`src/rtl/nco_pkg.sv`:
```
// Shared NCO constants and helpers: default accumulator width,
// slot-width function and rate-to-increment conversion.
package nco_pkg;

    localparam int NCO_ACC_WIDTH = 20;

    function automatic int clog2(input int n);
        int r;
        r = 0;
        for (int i = 0; i < 31; i++) begin
            if ((1 << i) < n) r = i + 1;
        end
        return r;
    endfunction

    // round(2^W * f_out * channels / f_in), shared with the single-channel NCO
    function automatic logic [NCO_ACC_WIDTH-1:0] inc_for(
        input longint f_in,
        input longint f_out,
        input int     channels
    );
        longint num;
        num = (f_out * longint'(channels)) << NCO_ACC_WIDTH;
        return NCO_ACC_WIDTH'((num + f_in / 2) / f_in);
    endfunction

endpackage

```
`src/rtl/nco_cfg_shadow.sv`:
```
// Per-channel configuration shadow: holds staged writes and a pending
// bit per channel, and releases them as a load mask on commit.
module nco_cfg_shadow
    import nco_pkg::*;
#(
    parameter int CHANNELS = 4,
    parameter int AW = NCO_ACC_WIDTH,
    localparam int SW = clog2(CHANNELS)
) (
    input  logic                         clk,
    input  logic                         rst,
    input  logic                         commit_i,
    input  logic                         cfg_valid_i,
    output logic                         cfg_ready_o,
    input  logic [SW-1:0]                cfg_chan_i,
    input  logic [AW-1:0]                cfg_inc_i,
    input  logic                         cfg_on_i,
    input  logic                         cfg_zero_i,
    output logic [CHANNELS-1:0]          load_o,
    output logic [CHANNELS-1:0][AW-1:0]  sh_inc_o,
    output logic [CHANNELS-1:0]          sh_on_o,
    output logic [CHANNELS-1:0]          sh_zero_o,
    output logic                         frame_o
);

    logic [CHANNELS-1:0]         pend_q, pend_d;
    logic [CHANNELS-1:0]         on_q, on_d;
    logic [CHANNELS-1:0]         zero_q, zero_d;
    logic [CHANNELS-1:0][AW-1:0] inc_q, inc_d;
    logic                        frame_q;
    logic                        accept;

    assign cfg_ready_o = !rst && !pend_q[cfg_chan_i];
    assign accept      = cfg_valid_i && cfg_ready_o;
    assign load_o      = commit_i ? pend_q : '0;

    // An accept only targets a non-pending channel, so it never collides
    // with that channel being released on the same cycle.
    always_comb begin
        pend_d = pend_q & ~load_o;
        inc_d  = inc_q;
        on_d   = on_q;
        zero_d = zero_q;
        if (accept) begin
            pend_d[cfg_chan_i] = 1'b1;
            inc_d[cfg_chan_i]  = cfg_inc_i;
            on_d[cfg_chan_i]   = cfg_on_i;
            zero_d[cfg_chan_i] = cfg_zero_i;
        end
    end

    always_ff @(posedge clk) begin
        if (rst) begin
            pend_q  <= '0;
            inc_q   <= '0;
            on_q    <= '0;
            zero_q  <= '0;
            frame_q <= 1'b0;
        end else begin
            pend_q  <= pend_d;
            inc_q   <= inc_d;
            on_q    <= on_d;
            zero_q  <= zero_d;
            frame_q <= |load_o;
        end
    end

    assign sh_inc_o  = inc_q;
    assign sh_on_o   = on_q;
    assign sh_zero_o = zero_q;
    assign frame_o   = frame_q;

endmodule

```
`src/rtl/nco_tdm_sched.sv`:
```
// Time-multiplexed NCO: one shared adder services CHANNELS phase
// accumulators round-robin, emitting a one-cycle enable per carry.
module nco_tdm_sched
    import nco_pkg::*;
#(
    parameter int CHANNELS = 4,
    parameter int ACC_WIDTH = NCO_ACC_WIDTH,
    localparam int SW = clog2(CHANNELS)
) (
    input  logic                 clk,
    input  logic                 rst,
    input  logic                 run,
    input  logic                 cfg_valid,
    output logic                 cfg_ready,
    input  logic [SW-1:0]        cfg_chan,
    input  logic [ACC_WIDTH-1:0] cfg_inc,
    input  logic                 cfg_on,
    input  logic                 cfg_zero,
    output logic [CHANNELS-1:0]  enable,
    output logic                 frame
);

    logic [SW-1:0]                      slot_q, slot_d;
    logic [CHANNELS-1:0][ACC_WIDTH-1:0] acc_q, acc_d;
    logic [CHANNELS-1:0][ACC_WIDTH-1:0] inc_q, inc_d;
    logic [CHANNELS-1:0]                on_q, on_d;
    logic [CHANNELS-1:0]                en_q, en_d;

    logic                               commit;
    logic                               service;
    logic [ACC_WIDTH:0]                 sum;
    logic [CHANNELS-1:0]                load;
    logic [CHANNELS-1:0][ACC_WIDTH-1:0] sh_inc;
    logic [CHANNELS-1:0]                sh_on;
    logic [CHANNELS-1:0]                sh_zero;

    assign commit  = run && (slot_q == SW'(CHANNELS - 1));
    assign service = run && on_q[slot_q];
    assign sum     = {1'b0, acc_q[slot_q]} + {1'b0, inc_q[slot_q]};

    nco_cfg_shadow #(
        .CHANNELS (CHANNELS),
        .AW       (ACC_WIDTH)
    ) u_shadow (
        .clk         (clk),
        .rst         (rst),
        .commit_i    (commit),
        .cfg_valid_i (cfg_valid),
        .cfg_ready_o (cfg_ready),
        .cfg_chan_i  (cfg_chan),
        .cfg_inc_i   (cfg_inc),
        .cfg_on_i    (cfg_on),
        .cfg_zero_i  (cfg_zero),
        .load_o      (load),
        .sh_inc_o    (sh_inc),
        .sh_on_o     (sh_on),
        .sh_zero_o   (sh_zero),
        .frame_o     (frame)
    );

    // The commit-cycle service uses pre-commit inc/on; a staged clear
    // is applied after it so it overrides that writeback.
    always_comb begin
        slot_d = run ? slot_q + SW'(1) : slot_q;
        acc_d  = acc_q;
        inc_d  = inc_q;
        on_d   = on_q;
        en_d   = '0;
        if (service) begin
            acc_d[slot_q] = sum[ACC_WIDTH-1:0];
            en_d[slot_q]  = sum[ACC_WIDTH];
        end
        for (int c = 0; c < CHANNELS; c++) begin
            if (load[c]) begin
                inc_d[c] = sh_inc[c];
                on_d[c]  = sh_on[c];
                if (sh_zero[c]) acc_d[c] = '0;
            end
        end
    end

    always_ff @(posedge clk) begin
        if (rst) begin
            slot_q <= '0;
            acc_q  <= '0;
            inc_q  <= '0;
            on_q   <= '0;
            en_q   <= '0;
        end else begin
            slot_q <= slot_d;
            acc_q  <= acc_d;
            inc_q  <= inc_d;
            on_q   <= on_d;
            en_q   <= en_d;
        end
    end

    assign enable = en_q;

endmodule

```
`config.mk`:
```
export PLATFORM = sky130hd
export DESIGN_NAME = nco_tdm_sched
export DESIGN_NICKNAME = d
export VERILOG_FILES = /design/src/rtl/nco_pkg.sv /design/src/rtl/nco_cfg_shadow.sv /design/src/rtl/nco_tdm_sched.sv
export SDC_FILE = /design/constraint.sdc
export NUM_CORES = 1
export LEC_CHECK = 0
export ABC_AREA = 0
export CORE_ASPECT_RATIO = 1.25
export CORE_UTILIZATION = 30
export CTS_BUF_LIST = sky130_fd_sc_hd__clkbuf_16
export CTS_CLUSTER_SIZE = 24
export DETAILED_ROUTE_END_ITERATION = 10
export PLACE_DENSITY = 0.5
export SLEW_MARGIN = 10
export SYNTH_ARGS = -nofsm -noshare
export SYNTH_HDL_FRONTEND = slang
export SYNTH_HIERARCHICAL = 1
export SYNTH_SLANG_ARGS = --single-unit
```
`constraint.sdc`:
```
create_clock -name clk -period 3.8 [get_ports clk]
set_input_delay 0.76 -clock clk [delete_from_list [all_inputs] [get_ports clk]]
set_output_delay 0.76 -clock clk [all_outputs]
set_load 0.01 [all_outputs]
```
* Word-level counts from Yosys, hierarchy flattened
Cells that the tools add are included.
Storage, ports and cells: register bits 263, word-level logic and storage cells 75
Operators by class: $add $sub $neg 2, magnitude comparators 4, equality and inequality tests 1, mux-type cells 31, bitwise operators 5, reduce and logical (&&, ||, !) cells 10
Operator list (count):
- $mux W20 | 12
- $bwmux W80 | 2
- $bmux W20 S2 | 2
- $demux W20 S2 | 2
- $mux W80 | 1
- $add A20 B20 Y21 | 1
- $and A4 B4 Y4 | 2
- $bwmux W4 | 2
- $mux W4 | 2
- $logic_and A1 B1 Y1 | 6
- $lt A2 B3 Y1 const B | 2
- $bmux W1 S2 | 2
- $demux W1 S2 | 2
- $ge A2 B1 Y1 const B | 2
- $mux W1 | 4
- $not A4 Y4 | 1
- $or A4 B4 Y4 | 1
- $reduce_or A4 Y1 | 1
- $add A2 B1 Y2 const B | 1
- $eq A2 B2 Y1 const B | 1
- $logic_not A1 Y1 | 2
- $reduce_or A2 Y1 | 1
- $not A1 Y1 | 1

* Depth between registers and ports, before layout
depth in word-level cells 8, depth in mapped cells 12

* Cells and area by module
The synthesis kept the hierarchy.
Modules (own cells, without submodules):
- nco_tdm_sched | instances 1, cells an instance 811, area an instance 7903.8 um^2
- nco_cfg_shadow | instances 1, cells an instance 439, area an instance 3634.7 um^2

* Worst setup path before layout
OpenSTA, ideal clock, no wires.
path type reg-to-reg, start register slot_q[0], end register acc_q[18] (netlist bit), setup time 0.135 ns, data arrival time 3.294 ns, data required time 3.665 ns, slack 0.371 ns, stages on the path, launching flop included 12, path buffers 2, period minus slack after synthesis 3.429 ns, cells stage by stage dfxtp_1 > buf_2 > buf_2 > mux4_2 > ha_1 > fa_1 > a21o_1 > and4_4 > o211ai_1 > o211ai_1 > o31ai_1 > o31ai_1
Between the ends: cells in the longest elaborated chain, start to end 8, elaborated cells on any way between the ends 20, classes of those cells add/sub: 1; order compare: 2; eq/ne: 1; mux: 13; reduce/logical: 3
Ends and longest elaborated chain:
- from (decl) | RTL line nco_tdm_sched.sv:23 | logic [SW-1:0] slot_q, slot_d;
- from (signal assigned) | RTL line nco_tdm_sched.sv:90 | slot_q <= slot_d;
- branches (longest 7 deep; another with $add A20 B20 Y21)
- $mux W20 (*) | RTL line nco_tdm_sched.sv:74 | if (load[c]) begin
- to (signal assigned) | RTL line nco_tdm_sched.sv:85 | acc_q <= '0;
- to (signal assigned) | RTL line nco_tdm_sched.sv:91 | acc_q <= acc_d;
- to (decl) | RTL line nco_tdm_sched.sv:24 | logic [CHANNELS-1:0][ACC_WIDTH-1:0] acc_q, acc_d;
Every way passes the cells marked *. The select of a mux whose other input is x is not followed. A chain may end at the register's enable or synchronous reset.

* Worst setup path in the final report
start register slot_q[0], end register acc_q[75] (netlist bit)
The elaborated chain is that of the path after synthesis.

==> metrics.md <==
| Metric | Value |
|---|---|
| Worst path cell trace | buf_12, mux4_2, ha_1, a21oi_1, nand2_1, nor4_2, buf_4, o21ai_1, a31oi_1, xor2_1, o21ai_0 |
| Core area | around 38000 sq um |
| Vias in the first global route | just under 9000 |
| Status | finished, final reports clean |
| Worst slack at placement | 0.3008 ns |
| Final core occ | about a third |
| ANT cells | 0 |
| Minimum clock period | 3.517 ns |
| Mapped Avg Cell Area | roughly 9.2 sq um |
| Post-Syn Area | approximately 12000 sq um |
| Final Cycle Share | 92.54% |
| DR vias | ~9200 |
| Chip width | 177.4 um |
| Worst-Skew Late Latency | approximately 0.55 ns |
| Row cnt | 79 |
| Hold-critical path endpoint | acc_q[47] |
| Warnings, synthesis | 6 |
| Setup Fix Bufs, Post-CTS | 0 |
| Met3 Use GR | under 10% |
| Peak supply drop | between 0.3 and 0.4 mV |
| Initial antenna violation count | 1 |
| Largest net degree at the start of global routing | 83 |
| WP data arrival | approximately 3.9 ns |
| I/O Pins | 34 |
| Post-DP HPWL | 21260 um |
| I/O Buffers | 33 |
| Layout cells sized above 1 | roughly 9.9% |
| # DRC | 0 |
| PwrDens | ~430 nW/um^2 |
| Critical path type | flop to flop |
| P_leak | roughly 4.4 nW |
| Seq/Total Area, Yosys | between 40% and 50% |
| MaxCap Viol Count | 0 |
| Hold Path Origin | acc_q[47] |
| Crit end category | flop |
| GR Overflow Total | 0 |
| R2r worst-path depth | 11 |
| Setup violators final | 0 |
| Global-route wire length before repair | roughly 53000 um |
| Root Driver | clkbuf_16 |
| Hold Path Class | flop to flop |
| Post-synth EDFFs | 0 |
| Clk slew on worst S/H paths | around 0.06 ns |
| Grt met1 use | between 20 and 25% |
| Die Ht | 221.3 um |
| Clock H-tree levels | 1 |
| Synth top area share | between 40% and 50% |
| Worst slew pin tran | a little under 0.9 ns |
| Worst reg2reg startpoint | slot_q[0] |
| Largest buffer count on any clock path | 3 |
| Setup slack, reg-to-reg | ~0.28 ns |
| Setup TNS | 0 ns |
| RR Endpoint | acc_q[75] |
| Area contributors post-synth | dfxtp_1 46%, mux4_2 8.0%, mux2i_1 7.5% |
| Number of synthesized register bits | between 200 and 300 |
| CTS Buf Count | 27 |
| DRT Wirelength | 34010 um |
| F_max | 284.4 MHz |
| Slew Limit Fails | 0 |
| RD Place Congestion | 0.8404 |
| Syn nets | 1303 |
| Via/cell ratio | 5.260 |
| Area growth from synthesis to layout | 13.36% |
| # clock sinks | approximately 260 |
| Met2 Usage GRT | between 20% and 30% |
| Post-CTS sizing | 0 |
| Hold path cells | 2 |
| Clock Skew | around 0.016 ns |
| Drt pass-1 iters | 5 |
| Yosys top cell by area | dfxtp_1 |
| Post-synth top flop | dfxtp_1 |
| CTS tree | yes |
| CP peak stage delay | roughly 0.55 ns |
| ANT nets after route | 0 |
| Hold Violations, Final | 0 |
| Initial core utilization | a little under a third |
| Relative slew slack | 42.13% |
| Routed len/inst | a little under 20 um |
| CP startpoint kind | flop |
| CP Max Fanout | 24 |
| Busiest layer in global routing | met2 |
| CP max stage cell | mux4_2 |
| WP data required | between 4 and 5 ns |
| Die footprint | 39250 sq um |
| Nets@finish | 1292 |
| Distinct cells, synth | 55 |
| DR iter-0 viols | roughly 640 |
| Post-CTS Hold Buffers | 0 |
| RSZ-0062 raised after global routing | no |
| Final Worst Setup Slack | 0.2833 ns |
| Cell count after synthesis | roughly 1300 |
| Total track usage | about 17% |
| Ys async rst share | 0% |
## flip-flops by register name (all words and copies together), names as in the netlist
register            flops
inc_q                  80
enable                  4
on_q                    4
u_shadow/pend_q         4
slot_q                  2
u_shadow/frame_o        1
u_shadow/sh_zero_o      4
acc_q                  80
u_shadow/sh_inc_o      80
u_shadow/sh_on_o        4
## cell type report
type                            count  area [sq um]
Timing Repair Buffer               64         589.3
Inverter                            6         22.52
Multi-Input combinational cell    877          5773
Sequential cell                   263          5270
Tap cell                          486         608.1
Fill cell                        3873         24480
Clock inverter                     21         141.4
Clock buffer                       27         675.6
## placed cells by master (no fill, tap or decap), drive strengths merged, types with 2 or more instances in the layout
cell type      instances
mux4                  41
or3                    2
buf                   32
o31ai                 11
a211oi                 4
ha                    24
a21o                   9
a31oi                  2
clkbuf                27
clkdlybuf4s50         32
nor2b                 10
nand2b                 4
nor2                 119
xor2                   6
bufinv                 2
o211ai                 5
dfxtp                263
nand3                137
or2                    3
inv                   11
clkinv                14
and2                  12
and3                   7
nor3                   4
nand2                 75
a21oi                152
mux2i                 86
xnor2                  9
nor4                   2
o21ai                135
## metrics by stage
step | hold slack, ns | cell area [sq um] | std cells | power (mW)
after floorplan | 0.4331 | 11540 | 1250 | 3.056
after global placement | 0.4402 | 12260 | 1696 | 3.195
after detailed placement | 0.4467 | 12260 | 1696 | 3.197
after CTS | 0.4553 | 13080 | 1744 | 5.723
after global routing | 0.4748 | 13080 | 1744 | 5.855
final | 0.4535 | 13080 | 1744 | 5.660
## critical path, delay by kind of cell, from the launching register on
family	cells	cell delay [ns]
adder cells (fa/ha/maj)	1	0.38
AO/OA/AOI/OAI	4	0.78
XOR/XNOR	1	0.31
flip-flops	1	0.46
AND/OR/NAND/NOR	2	0.41
buffers and inverters	2	0.47
multiplexers	1	0.55
## worst max-delay path by stage
stage	depth (start not counted)	slack, ns	from	end
after floorplan	11	0.37	slot_q[0]	acc_q[18]
after global placement	11	0.32	slot_q[0]	acc_q[15]
after detailed placement	11	0.30	slot_q[0]	acc_q[75]
after CTS	11	0.28	slot_q[0]	acc_q[75]
after global routing	11	0.003	slot_q[0]	acc_q[75]
final	11	0.28	slot_q[0]	acc_q[75]
## logic make-up (layout without fill, tap and decap cells)
group	count (synthesis)	in the layout	synth area share, %
AND/OR/NAND/NOR	381	381	15.17
AO/OA/AOI/OAI	329	329	15.35
flip-flops	263	263	45.63
multiplexers	127	127	15.46
buffers and inverters	110	118	4.468
adder cells (fa/ha/maj)	25	25	2.776
XOR/XNOR	15	15	1.139
## where the power goes
group          switching, mW  leakage, nW  internal [mW]  total [mW]
clock                   1.11        0.421           1.42        2.53
combinational          0.223         1.85          0.108       0.331
sequential            0.0211         2.12           2.78        2.80
## synthesized netlist by cell type, drive strengths merged, types with 2 or more instances
cell type,number
a211oi,4
a21o,9
a21oi,152
a31oi,2
and2,12
and3,7
buf,44
clkbuf,60
dfxtp,263
ha,24
inv,6
mux2i,86
mux4,41
nand2,75
nand2b,4
nand3,137
nor2,119
nor2b,10
nor3,4
nor4,2
o211ai,5
o21ai,135
o31ai,11
or2,3
or3,2
xnor2,9
xor2,6
## metal layers
metal,wire length [um],vias up
met1,15310,4440
met5,0,-
met4,605,0
met3,1693,45
li1,-,4455
met2,16400,233
(Power assumes the default switching activity.)
